`config.mk`:
```
export PLATFORM = sky130hd
export DESIGN_NAME = seq_detect_prog
export DESIGN_NICKNAME = d
export VERILOG_FILES = /design/src/rtl/seq_detect_pkg.sv /design/src/rtl/seq_hist_shreg.sv /design/src/rtl/seq_detect_prog.sv
export SDC_FILE = /design/constraint.sdc
export NUM_CORES = 1
export LEC_CHECK = 0
export CORE_ASPECT_RATIO = 1.75
export CORE_MARGIN = 8
export CORE_UTILIZATION = 45
export CTS_CLUSTER_SIZE = 14
export DETAILED_ROUTE_END_ITERATION = 16
export HOLD_SLACK_MARGIN = 0.06
export PLACE_DENSITY = 0.75
export SLEW_MARGIN = 20
export SYNTH_ARGS = -nofsm -noshare
export SYNTH_HDL_FRONTEND = slang
export SYNTH_SLANG_ARGS = --single-unit
```
`constraint.sdc`:
```
create_clock -name clk -period 3.2 [get_ports clk]
set_input_delay 0.64 -clock clk [delete_from_list [all_inputs] [get_ports clk]]
set_output_delay 0.64 -clock clk [all_outputs]
set_load 0.02 [all_outputs]
```
`src/rtl/seq_detect_pkg.sv`:
```
// Shared definitions for the programmable sequence detector:
// FSM state type, length clamp and length-mask helpers.
package seq_detect_pkg;

   typedef enum logic {
      ST_UNARMED = 1'b0,
      ST_ARMED   = 1'b1
   } state_t;

   // Widest pattern the mask helper can describe.
   localparam int unsigned MASK_W = 64;

   function automatic int unsigned clamp_len(input int unsigned len,
                                             input int unsigned max_len);
      return (len > max_len) ? max_len : len;
   endfunction

   // Ones in the low 'len' bit positions, zeros above.
   function automatic logic [MASK_W-1:0] len_mask(input int unsigned len);
      logic [MASK_W-1:0] m;
      m = '0;
      for (int unsigned i = 0; i < MASK_W; i++) begin
         if (i < len) m[i] = 1'b1;
      end
      return m;
   endfunction

endpackage

```
`src/rtl/seq_hist_shreg.sv`:
```
// History shift register plus saturating fill counter for the detector.
// Exposes the post-shift history and fill so the compare can act on the
// bit being accepted in the same cycle.
module seq_hist_shreg #(
   parameter int unsigned  MAX_LEN = 8,
   localparam int unsigned FILL_W  = $clog2(MAX_LEN + 1)
) (
   input  logic               clk,
   input  logic               reset,
   input  logic               i_shift,
   input  logic               i_clr,
   input  logic               i_fill_rst,
   input  logic               i_bit,
   output logic [MAX_LEN-1:0] o_hist_next,
   output logic [FILL_W-1:0]  o_fill_next
);

   logic [MAX_LEN-1:0] r_hist;
   logic [FILL_W-1:0]  r_fill;
   logic [MAX_LEN-1:0] w_shifted;

   generate
      if (MAX_LEN == 1) begin : g_one
         assign w_shifted = i_bit;
      end else begin : g_many
         assign w_shifted = {r_hist[MAX_LEN-2:0], i_bit};
      end
   endgenerate

   // Next history and saturating fill for the current input bit.
   always_comb begin
      o_hist_next = r_hist;
      o_fill_next = r_fill;
      if (i_shift) begin
         o_hist_next = w_shifted;
         if (r_fill != FILL_W'(MAX_LEN)) o_fill_next = r_fill + 1'b1;
      end
   end

   // History and fill registers; fill reset overrides the increment.
   always_ff @(posedge clk) begin
      if (reset || i_clr) begin
         r_hist <= '0;
         r_fill <= '0;
      end else begin
         r_hist <= o_hist_next;
         if (i_fill_rst) r_fill <= '0;
         else            r_fill <= o_fill_next;
      end
   end

endmodule

```
`src/rtl/seq_detect_prog.sv`:
```
// Runtime-programmable serial bit-pattern detector with overlap select and
// saturating match counter.
// Optional: define SEQ_DETECT_CNT_CLR_EN to add the cnt_clr input.
module seq_detect_prog
   import seq_detect_pkg::*;
#(
   parameter int unsigned  MAX_LEN = 8,
   parameter int unsigned  CNT_W   = 16,
   localparam int unsigned LEN_W   = $clog2(MAX_LEN + 1)
) (
   input  logic               clk,
   input  logic               reset,
   input  logic               cfg_load,
   input  logic [MAX_LEN-1:0] cfg_pattern,
   input  logic [LEN_W-1:0]   cfg_len,
   input  logic               cfg_overlap,
   input  logic               in_valid,
   input  logic               inp_bit,
`ifdef SEQ_DETECT_CNT_CLR_EN
   input  logic               cnt_clr,
`endif
   output logic               seq_seen,
   output logic               armed,
   output logic [CNT_W-1:0]   match_count
);

   state_t             r_state;
   logic [MAX_LEN-1:0] r_pattern;
   logic [LEN_W-1:0]   r_len;
   logic               r_overlap;
   logic               r_seen;
   logic [CNT_W-1:0]   r_count;

   logic               w_shift;
   logic               w_match;
   logic [LEN_W-1:0]   w_len_clamped;
   logic [MAX_LEN-1:0] w_mask;
   logic [MAX_LEN-1:0] w_hist_next;
   logic [LEN_W-1:0]   w_fill_next;

   // A config load discards the bit offered in the same cycle.
   assign w_shift       = in_valid & ~cfg_load;
   assign w_len_clamped = LEN_W'(clamp_len(32'(cfg_len), MAX_LEN));
   assign w_mask        = MAX_LEN'(len_mask(32'(r_len)));

   seq_hist_shreg #(
      .MAX_LEN (MAX_LEN)
   ) u_hist (
      .clk         (clk),
      .reset       (reset),
      .i_shift     (w_shift),
      .i_clr       (cfg_load),
      .i_fill_rst  (w_match & ~r_overlap),
      .i_bit       (inp_bit),
      .o_hist_next (w_hist_next),
      .o_fill_next (w_fill_next)
   );

   // Match on the history as it will be after accepting this bit.
   always_comb begin
      w_match = 1'b0;
      if ((r_state == ST_ARMED) && w_shift && (w_fill_next >= r_len) &&
          ((w_hist_next & w_mask) == (r_pattern & w_mask))) begin
         w_match = 1'b1;
      end
   end

   // FSM and configuration registers.
   always_ff @(posedge clk) begin
      if (reset) begin
         r_state   <= ST_UNARMED;
         r_pattern <= '0;
         r_len     <= '0;
         r_overlap <= 1'b0;
      end else if (cfg_load) begin
         r_state   <= (cfg_len == '0) ? ST_UNARMED : ST_ARMED;
         r_pattern <= cfg_pattern;
         r_len     <= w_len_clamped;
         r_overlap <= cfg_overlap;
      end
   end

   // Registered one-cycle match pulse; w_match is already low on cfg_load.
   always_ff @(posedge clk) begin
      if (reset) r_seen <= 1'b0;
      else       r_seen <= w_match;
   end

   // Saturating match counter.
   always_ff @(posedge clk) begin
      if (reset || cfg_load) begin
         r_count <= '0;
`ifdef SEQ_DETECT_CNT_CLR_EN
      end else if (cnt_clr) begin
         r_count <= '0;
`endif
      end else if (w_match && (r_count != '1)) begin
         r_count <= r_count + 1'b1;
      end
   end

   assign seq_seen    = r_seen;
   assign armed       = (r_state == ST_ARMED);
   assign match_count = r_count;

endmodule

```
Yosys cells after proc, flatten, opt, wreduce, memory -nomap -nowiden
Index checks and enable logic that the tools add are counted.
Cells by class
  add/subtract/negate cells: 2
  reductions and logical operators: 7
  multiplexer cells: 14
  order comparisons: 10
  equality and inequality tests: 3
  bitwise gates (word level): 6
Operators by type and width (number)
  adder 16 x 1 -> 16 bit (second input constant): 1
  bitwise AND 8 bit: 2
  less-than comparator 3 x 4 -> 1 bit (first input constant): 4
  != test 16 bit (second input constant): 1
  two-way mux 4 bit: 3
  two-way mux 1 bit: 10
  == test 8 bit: 1
  less-than comparator 1 x 4 -> 1 bit (first input constant): 2
  less-than comparator 2 x 4 -> 1 bit (first input constant): 2
  two-way mux 8 bit: 1
  adder 4 x 1 -> 4 bit (second input constant): 1
  greater-or-equal comparator 4 bit: 1
  greater-than comparator 4 bit (second input constant): 1
  logical AND 1 bit: 4
  zero test 4 bit: 1
  != test 4 bit (second input constant): 1
  bitwise AND 1 bit: 2
  NOT 1 bit: 2
  OR reduction 2 bit: 1
  logical OR 1 bit: 1
Word-level totals
  output and inout port bits: 18
  logic and storage cells: 50
  bits in registers: 43
  input port bits: 18

Logic depth before layout (Yosys ltp)
  depth after elaboration: 9
  depth in mapped cells: 16
  depth with buffers taken out: 13

Hierarchy
From an unflattened synthesis, not the netlist that was laid out.
Second synthesis, totals
  cell total of the unflattened synthesis: 241
  area, all modules: 2199.6 um^2
Modules (own cells, without submodules)
  seq_detect_prog: sequential area each 620.6 um^2, cells each 189, times used 1, area an instance 1605.3 um^2
  seq_hist_shreg: sequential area each 240.2 um^2, cells each 52, times used 1, area an instance 594.3 um^2

Worst setup path after synthesis
No wires, ideal clock.
  path kind: input port to flip-flop
  from: input port in_valid
  to: register r_count[6], in the netlist match_count[6]
  buffers on the path: 4
  data arrival time: 3.015 ns
  setup time: 0.070 ns
  cell stages on the path: 15
  data required time: 3.130 ns
  path slack: 0.115 ns
  cell sequence: nor2b_1 > buf_6 > buf_6 > o21ai_0 > xnor2_1 > ha_1 > nand2b_1 > a2111oi_0 > nand4b_1 > a221oi_2 > nand3_1 > buf_2 > clkbuf_1 > o21ai_0 > a21oi_1
Between the ends
  cells in the longest elaborated chain, start to end: 7
  elaborated cells on any way between the ends: 11
  those cells by class: order compare (1); eq/ne (1); mux (3); bitwise (2); reduce/logical (4)
Ends and longest elaborated chain
  start, declared: line seq_detect_prog.sv:17  | input logic in_valid,
  bitwise AND 1 bit (*): line seq_detect_prog.sv:42  | assign w_shift = in_valid & ~cfg_load;
  two-way mux 4 bit or two-way mux 8 bit (tied branches): line seq_hist_shreg.sv:34  | if (i_shift) begin
  greater-or-equal comparator 4 bit or bitwise AND 8 bit (tied branches): line seq_detect_prog.sv:62, seq_detect_prog.sv:63
  logical AND 1 bit or == test 8 bit (tied branches): line seq_detect_prog.sv:62, seq_detect_prog.sv:63
  logical AND 1 bit (*): line seq_detect_prog.sv:62  | if ((r_state == ST_ARMED) && w_shift && (w_fill_next >= r_len) &&
  two-way mux 1 bit (*): line seq_detect_prog.sv:62
  logical AND 1 bit (*): line seq_detect_prog.sv:97  | end else if (w_match && (r_count != '1)) begin
  end signal, assigned: line seq_detect_prog.sv:98  | r_count <= r_count + 1'b1;
  end, declared: line seq_detect_prog.sv:32  | logic [CNT_W-1:0] r_count;
Mark *: on every way between the ends. The rest lies on a longest branch, timed or not.
A chain may end at the register's enable or synchronous reset.

Final worst setup path
  from: register u_hist.r_fill[0]
  to: register r_count[9], in the netlist match_count[9]
Between the ends
  cells in the longest elaborated chain, start to end: 8
  elaborated cells on any way between the ends: 9
  those cells by class: add/sub (1); order compare (1); eq/ne (1); mux (3); reduce/logical (3)
Ends and longest elaborated chain
  start, declared: line seq_hist_shreg.sv:19  | logic [FILL_W-1:0] r_fill;
  start signal, assigned: line seq_hist_shreg.sv:48  | else r_fill <= o_fill_next;
  adder 4 x 1 -> 4 bit or != test 4 bit (tied branches): line seq_hist_shreg.sv:36  | if (r_fill != FILL_W'(MAX_LEN)) o_fill_next = r_fill + 1'b1;
  two-way mux 4 bit: line seq_hist_shreg.sv:36
  two-way mux 4 bit (*): line seq_hist_shreg.sv:34
  greater-or-equal comparator 4 bit (*): line seq_detect_prog.sv:62
  logical AND 1 bit (*) (2 in a row): line seq_detect_prog.sv:62
  two-way mux 1 bit (*): line seq_detect_prog.sv:62
  logical AND 1 bit (*): line seq_detect_prog.sv:97
Marks and branches as above.

==> flow_metrics.env <==
export IMPL_outcome="finished, final reports clean"
export IMPL_cts_reportedPaths_clkPinSlew_ns=0.08
export IMPL_chain_of_cells_forming_the_critical_path="inv_1, ha_1, nand2_1, o21ai_0, xnor2_1, ha_1, nand2b_1, a2111oi_0, nand4b_1, a221oi_2, nand3_2, clkbuf_16, or4_4, a21oi_2"
export IMPL_number_of_port_buffers=35
export IMPL_maxCapViolCount=0
export IMPL_path_delay_family="simple AND/OR/NAND/NOR gates"
export IMPL_synth_warning_count=0
export IMPL_global_route_overflow_total=0
export IMPL_worst_hold_path_num_cells=2
export IMPL_period_minus_slack_ns=2.93
export IMPL_final_hold_worst_slack_ns=0.516
export IMPL_fraction_of_the_cycle_the_final_worst_path_needs_pct=91.6
export IMPL_layoutNonFillerInstCount=350
export IMPL_cts_hold_buf=0
export IMPL_final_cell_area_sq_um=2960
export IMPL_path_depth=14
export IMPL_rsz0062_at_grt="false"
export IMPL_setup_reg_to_reg_worst_slack_ns=0.27
export IMPL_core_area_sq_um=4670
export IMPL_power_density_nw_per_um2=343
export IMPL_die_w_microns=68.3
export IMPL_hold_path_end="match_count[15]"
export IMPL_initialDrtViolationCount=94
export IMPL_yosysTopAreaCellShare_pct=39.9
export IMPL_die_h_microns=108
export IMPL_finish_net_count=322
export IMPL_setup_total_negative_slack_ns=0
export IMPL_fmaxAchievable_ghz=0.341
export IMPL_track_usage_pct=15.3
export IMPL_hold_viol_final=0
export IMPL_worst_ir_drop_vdd_uv=343
export IMPL_worst_r2r_endpoint="match_count[9]"
export IMPL_area_growth_pct=37.2
export IMPL_grt_antenna_before_repair=0
export IMPL_tritoncts="done"
export IMPL_tightest_slew_ns=0.703
export IMPL_holdCritStartpoint="match_count[15]"
export IMPL_die_area_sq_um=7350
export IMPL_synth_net_count=266
export IMPL_cp_slowest_stage_delay_ns=0.51
export IMPL_cts_max_path_buffers=2
export IMPL_place_inst=338
export IMPL_reg2regPathDepth=14
export IMPL_antenna_left=0
export IMPL_detailedPlace_worstSlack_ns=-0.358
export IMPL_cp_arrival_ns=3.16
export IMPL_mostFrequentLayoutCell="sky130_fd_sc_hd__dfxtp_1"
export IMPL_synth_cell_type_count=45
export IMPL_top_level_ports=36
export IMPL_floorplan_initialDensity_pct=46.2
export IMPL_synth_avg_cell_area_sq_um=8.95
export IMPL_criticalPathCategory="reg2reg"
export IMPL_startpoint_type="flip-flop"
export IMPL_syn_inst=241
export IMPL_cts_buffers=5
export IMPL_detail_route_drc_violations=0
export IMPL_first_global_vias=1984
export IMPL_finalMaxSlewViolations=0
export IMPL_finalSetupViolCount=0
export IMPL_instance_area_after_placement_sq_um=2690
export IMPL_grt_max_degree=28
export IMPL_worst_setup_path_end_kind="flip-flop"
export IMPL_ys_seq_area_share_pct=39.9
export IMPL_critical_path_peak_fanout=7
export IMPL_worst_skew_pair_late_latency_ns=0.29
export IMPL_cpMaxStageDelayCell="sky130_fd_sc_hd__or4_4"
export IMPL_leakagePower_nw=1.08
export IMPL_drt_wirelength_per_cell_microns=16.3
export IMPL_ctsRootBufferMaster="sky130_fd_sc_hd__clkbuf_8"
export IMPL_final_replace_weighted_congestion=0.799
export IMPL_dpl_hpwl_microns=3930
export IMPL_std_cell_rows=33
export IMPL_max_slew_margin_rel_pct=52.8
export IMPL_path_common_cell="sky130_fd_sc_hd__ha_1"
export IMPL_finalWorstSetupSlack_ns=0.269
export IMPL_synth_cell_area_sq_um=2160
export IMPL_post_synth_top_area_cell="sky130_fd_sc_hd__dfxtp_1"
export IMPL_synth_top_cells_by_area="sky130_fd_sc_hd__dfxtp_1 (40%), sky130_fd_sc_hd__mux2i_1 (8.8%), sky130_fd_sc_hd__nor2_1 (4.4%)"
export IMPL_cts_sinks=43
export IMPL_critPathBufInv=2
export IMPL_first_pass_grt_wire_length_microns=8900
export IMPL_final_cell_mix="sky130_fd_sc_hd__dfxtp_1 (43), sky130_fd_sc_hd__clkdlybuf4s50_1 (33), sky130_fd_sc_hd__nor2_1 (25)"
export IMPL_ctsHtreeMaxLevel=2
export IMPL_synth_seq_cells=43
export IMPL_finalClockSkew_ns=0.00496
export IMPL_routed_via_density=5.68
export IMPL_worst_r2r_start="u_hist.r_fill[0]"
export IMPL_vias=1988
export IMPL_antenna_cells=0
export IMPL_hold_path_class="reg2reg"
export IMPL_final_layout_size_suffix_gt1_share_pct=20.8
export IMPL_routed_wl_microns=5700
export IMPL_firstDrtPassIters=4
export IMPL_timing_critical_path_required_ns=3.43
per-stage QoR:
stage	util, %	total power [mW]
floorplan	-	0.633
global placement	57.7	0.684
detailed placement	57.7	0.686
CTS	59.5	1.02
global route	63.4	1.06
finish	63.4	1.02
power breakdown:
| part | internal, mW | switching [mW] | total [mW] | leakage [nW] |
|---|---|---|---|---|
| combinational | 0.0672 | 0.0603 | 0.128 | 0.691 |
| clock | 0.153 | 0.177 | 0.330 | 0.0422 |
| sequential | 0.546 | 0.0113 | 0.557 | 0.349 |
| total | 0.766 | 0.249 | 1.02 | 1.08 |
sequential cells by signal (all words and copies together), names as in the netlist:
name and cells:
r_overlap 1, u_hist.r_fill 4, seq_seen 1, r_len 4, armed 1, r_pattern 8
match_count 16, u_hist.r_hist 8
kinds of logic (layout without fill, tap and decap cells):
logic type | after synthesis | count (layout) | share of synthesized area [%]
xor+xnor | 10 | 10 | 4.06
buf+inv | 21 | 78 | 4.47
compound gates | 48 | 48 | 15.4
flops | 43 | 43 | 39.9
simple gates | 92 | 92 | 22.2
fa+ha+maj | 7 | 7 | 4.06
mux | 20 | 20 | 9.87
worst register-to-register path, stage by stage, from the launching register on:
cell                        delay (ns)
sky130_fd_sc_hd__dfxtp_1          0.37
sky130_fd_sc_hd__inv_1            0.08
sky130_fd_sc_hd__ha_1             0.20
sky130_fd_sc_hd__nand2_1          0.08
sky130_fd_sc_hd__o21ai_0          0.10
sky130_fd_sc_hd__xnor2_1          0.16
sky130_fd_sc_hd__ha_1             0.28
sky130_fd_sc_hd__nand2b_1         0.09
sky130_fd_sc_hd__a2111oi_0        0.07
sky130_fd_sc_hd__nand4b_1         0.19
sky130_fd_sc_hd__a221oi_2         0.20
sky130_fd_sc_hd__nand3_2          0.19
sky130_fd_sc_hd__clkbuf_16        0.22
sky130_fd_sc_hd__or4_4            0.51
sky130_fd_sc_hd__a21oi_2          0.13
routing by layer:
layer,global-route usage [%],up-vias,wire length [microns]
met3,3.55,12,255
li1,-,983,-
met2,28.5,56,3330
met4,7.95,0,126
met1,14.5,937,2000
met5,0,-,0
timing repair:
item,CTS,global route
gates cloned,0,2
gates resized for setup,2,30
pin swaps,0,14
setup buffers,0,2
setup endpoints to repair,11,17
area by class of cell:
cell class              count  area, sq um
clock buffers               7         76.3
multi-input cells         177         1310
well taps                  52         65.1
clock inverters             1         5.00
fillers                   391         1710
flip-flops and latches     43          861
repair buffers             62          613
inverters                   8         30.0
synth_stat cells, drive strengths merged:
cell / n
o31ai: 10
dfxtp: 43
a2bb2oi: 1
clkbuf: 7
a21oi: 14
a221oi: 1
nor2b: 4
ha: 7
o211a: 1
o211ai: 2
o21ai: 7
xnor2: 9
o21a: 2
or4: 10
buf: 6
mux2i: 20
nand2: 16
xor2: 1
inv: 8
a22oi: 1
nor3: 5
or2: 2
nand2b: 4
nand3: 8
o311ai: 1
o22ai: 2
o41ai: 1
nand4b: 2
a2111oi: 1
and3: 3
o32ai: 1
nor2: 25
a211oi: 2
nand3b: 2
or3: 4
and4: 1
nand4: 5
a31oi: 1
nor4: 1
worst max-delay path by stage:
stage / from / endpoint / slack, ns
3_3_place_gp: in_valid / match_count[3] / -0.33
4_1_cts: in_valid / match_count[3] / 0.02
3_5_place_dp: in_valid / match_count[11] / -0.36
6_report: u_hist.r_fill[0] / match_count[9] / 0.27
2_1_floorplan: in_valid / match_count[6] / 0.11
5_1_grt: u_hist.r_fill[0] / match_count[5] / 0.09
Note: power is estimated with default switching activity, not from simulation.
==> variant (same flow settings) <==
Set the parameter `CNT_W` to 18 (it was 16).
--- a/src/rtl/seq_detect_prog.sv
+++ b/src/rtl/seq_detect_prog.sv
@@ -5,7 +5,7 @@
    import seq_detect_pkg::*;
 #(
    parameter int unsigned  MAX_LEN = 8,
-   parameter int unsigned  CNT_W   = 16,
+   parameter int unsigned  CNT_W   = 18,
    localparam int unsigned LEN_W   = $clog2(MAX_LEN + 1)
 ) (
    input  logic               clk,
Interface: changed (resized match_count); port bits go from 36 to 38. The function was not compared with the original's and may differ.
==> variant against the original RTL <==
Synthesized area rose by 2.9%. Total power is 11% higher. Sequential cell count increased by 2. Routed wire length down 2.3%. Final area is 0.72% lower. Setup slack lost 110 ps. Via count up 5.9%. Cell count rose by 5.7%. Largest power group unchanged.
==> variant: results (changes against the original RTL) <==
* Mean instance size in the synthesized netlist at 8.47 um^2 (-5.3%)
* Most frequent cells after synthesis: sky130_fd_sc_hd__dfxtp_1 (45), sky130_fd_sc_hd__nor2_1 (25), sky130_fd_sc_hd__nand2_1 (22)
* Area of combinational cells with multiple inputs at 1310 um^2 (+0.38%)
* Synth Area in Compound Gates at 15.1% (-0.32 points)
* Global router's overall resource usage at 14.7% (-0.64 points)
* Non-clock inverter count at 10 (+2)
* Detailed-routed wire length on met3 at 221 um (-13%)
* Power Dens Cells at 385 nW/um^2 (+12%)
* Signal arrival time at the worst endpoint at 3280 ps (+120 ps)
* Cell count after placement at 361 (+6.8%)
* Placed cell area at 2750 um^2 (+2.3%)
* Global routing usage on met3 at 3.37% (-0.18 points)
* Final layout net count at 341 (+5.9%)
* Slowest-stage cell, CP: sky130_fd_sc_hd__or3b_4
* Clk pwr share at 37.8% (+5.3 points)
* Worst hold start: u_hist.r_hist[4]
* Sinks on Clock Net at 45 (+4.7%)
* Fraction of standard cell area that is sequential at 30.7% (+1.6 points)
* Vias at 2,106 (+5.9%)
* Xor-xnor portion of the synthesized cell area at 3.16% (-0.90 points)
* Maximum number of pins on one net before global-route repair at 27 (-3.6%)
* Post-Route Skew at 8.68 ps (+3.72 ps)
* First-pass GRT wire length at 9270 um (+4.2%)
* Leakage at 0.00106 uW (-2.4%)
* Count of placed standard cells in the final layout, fillers left out at 370 (+5.7%)
* Total nets after synthesis at 287 (+7.9%)
* Worst setup path end: match_count[14]
* Clk tree area frac at 3.66% (+0.91 points)
* Worst Hold End: u_hist.r_hist[4]
* Post-synthesis sequential area ratio at 40.6% (+0.68 points)
* Count of different cell masters after synthesis at 42 (-6.7%)
* Run status: completed
* Post-cts resize count at 16 (+14)
* Die Wd at 69.1 um (+1.1%)
* Number of buffers outside the clock class in the layout at 56 (-9.7%)
* Cells taking the most area after synthesis: sky130_fd_sc_hd__dfxtp_1 (41%), sky130_fd_sc_hd__mux2i_1 (8.1%), sky130_fd_sc_hd__a21oi_1 (4.7%)
* Headroom to the max-slew limit at 64.5% (+12 points)
* Number of flip-flops in the largest register at 18 (+2)
* Shortest clock period the worst path allows after layout at 3040 ps (+112 ps)
* GR Util met2 at 28.1% (-0.39 points)
* Minimum setup slack among reg-to-reg paths at 190 ps (-80 ps)
* Multi-Input Combinational at 198 (+12%)
* Cell internal pwr at 866 uW (+13%)
* Register cell area after layout at 901 um^2 (+4.7%)
* Metal-1 WL at 2150 um (+7.5%)
* Fill cell instance count of the final layout at 440 (+13%)
* Number of port buffers at 37 (+5.7%)
* R2r endpoint: match_count[14]
* Share of layout cells above drive strength 1 at 14.6% (-6.2 points)
variant: cell count changes in the layout (fill, tap and decap cells not counted), moves of 3 or more:
cell / delta
sky130_fd_sc_hd__a21oi_1: +14
sky130_fd_sc_hd__o21ai_0: +14
sky130_fd_sc_hd__or3_1: +10
sky130_fd_sc_hd__or4_4: -8
sky130_fd_sc_hd__a21oi_2: -7
sky130_fd_sc_hd__nand2_1: +6
sky130_fd_sc_hd__o31ai_1: -6
sky130_fd_sc_hd__buf_4: -3
sky130_fd_sc_hd__nand3_1: +3
sky130_fd_sc_hd__or3b_4: +3
sky130_fd_sc_hd__xnor2_1: -3
variant: worst register-to-register path, delay by kind of cell (launching register included):
| kind | cells | cell delay (ps) |
|---|---|---|
| AND/OR/NAND/NOR | 4 | 1090 |
| AO/OA/AOI/OAI | 5 | 770 |
| adder cells (fa/ha/maj) | 2 | 480 |
| flip-flops | 1 | 370 |
| XOR/XNOR | 1 | 140 |
| buffers and inverters | 1 | 100 |
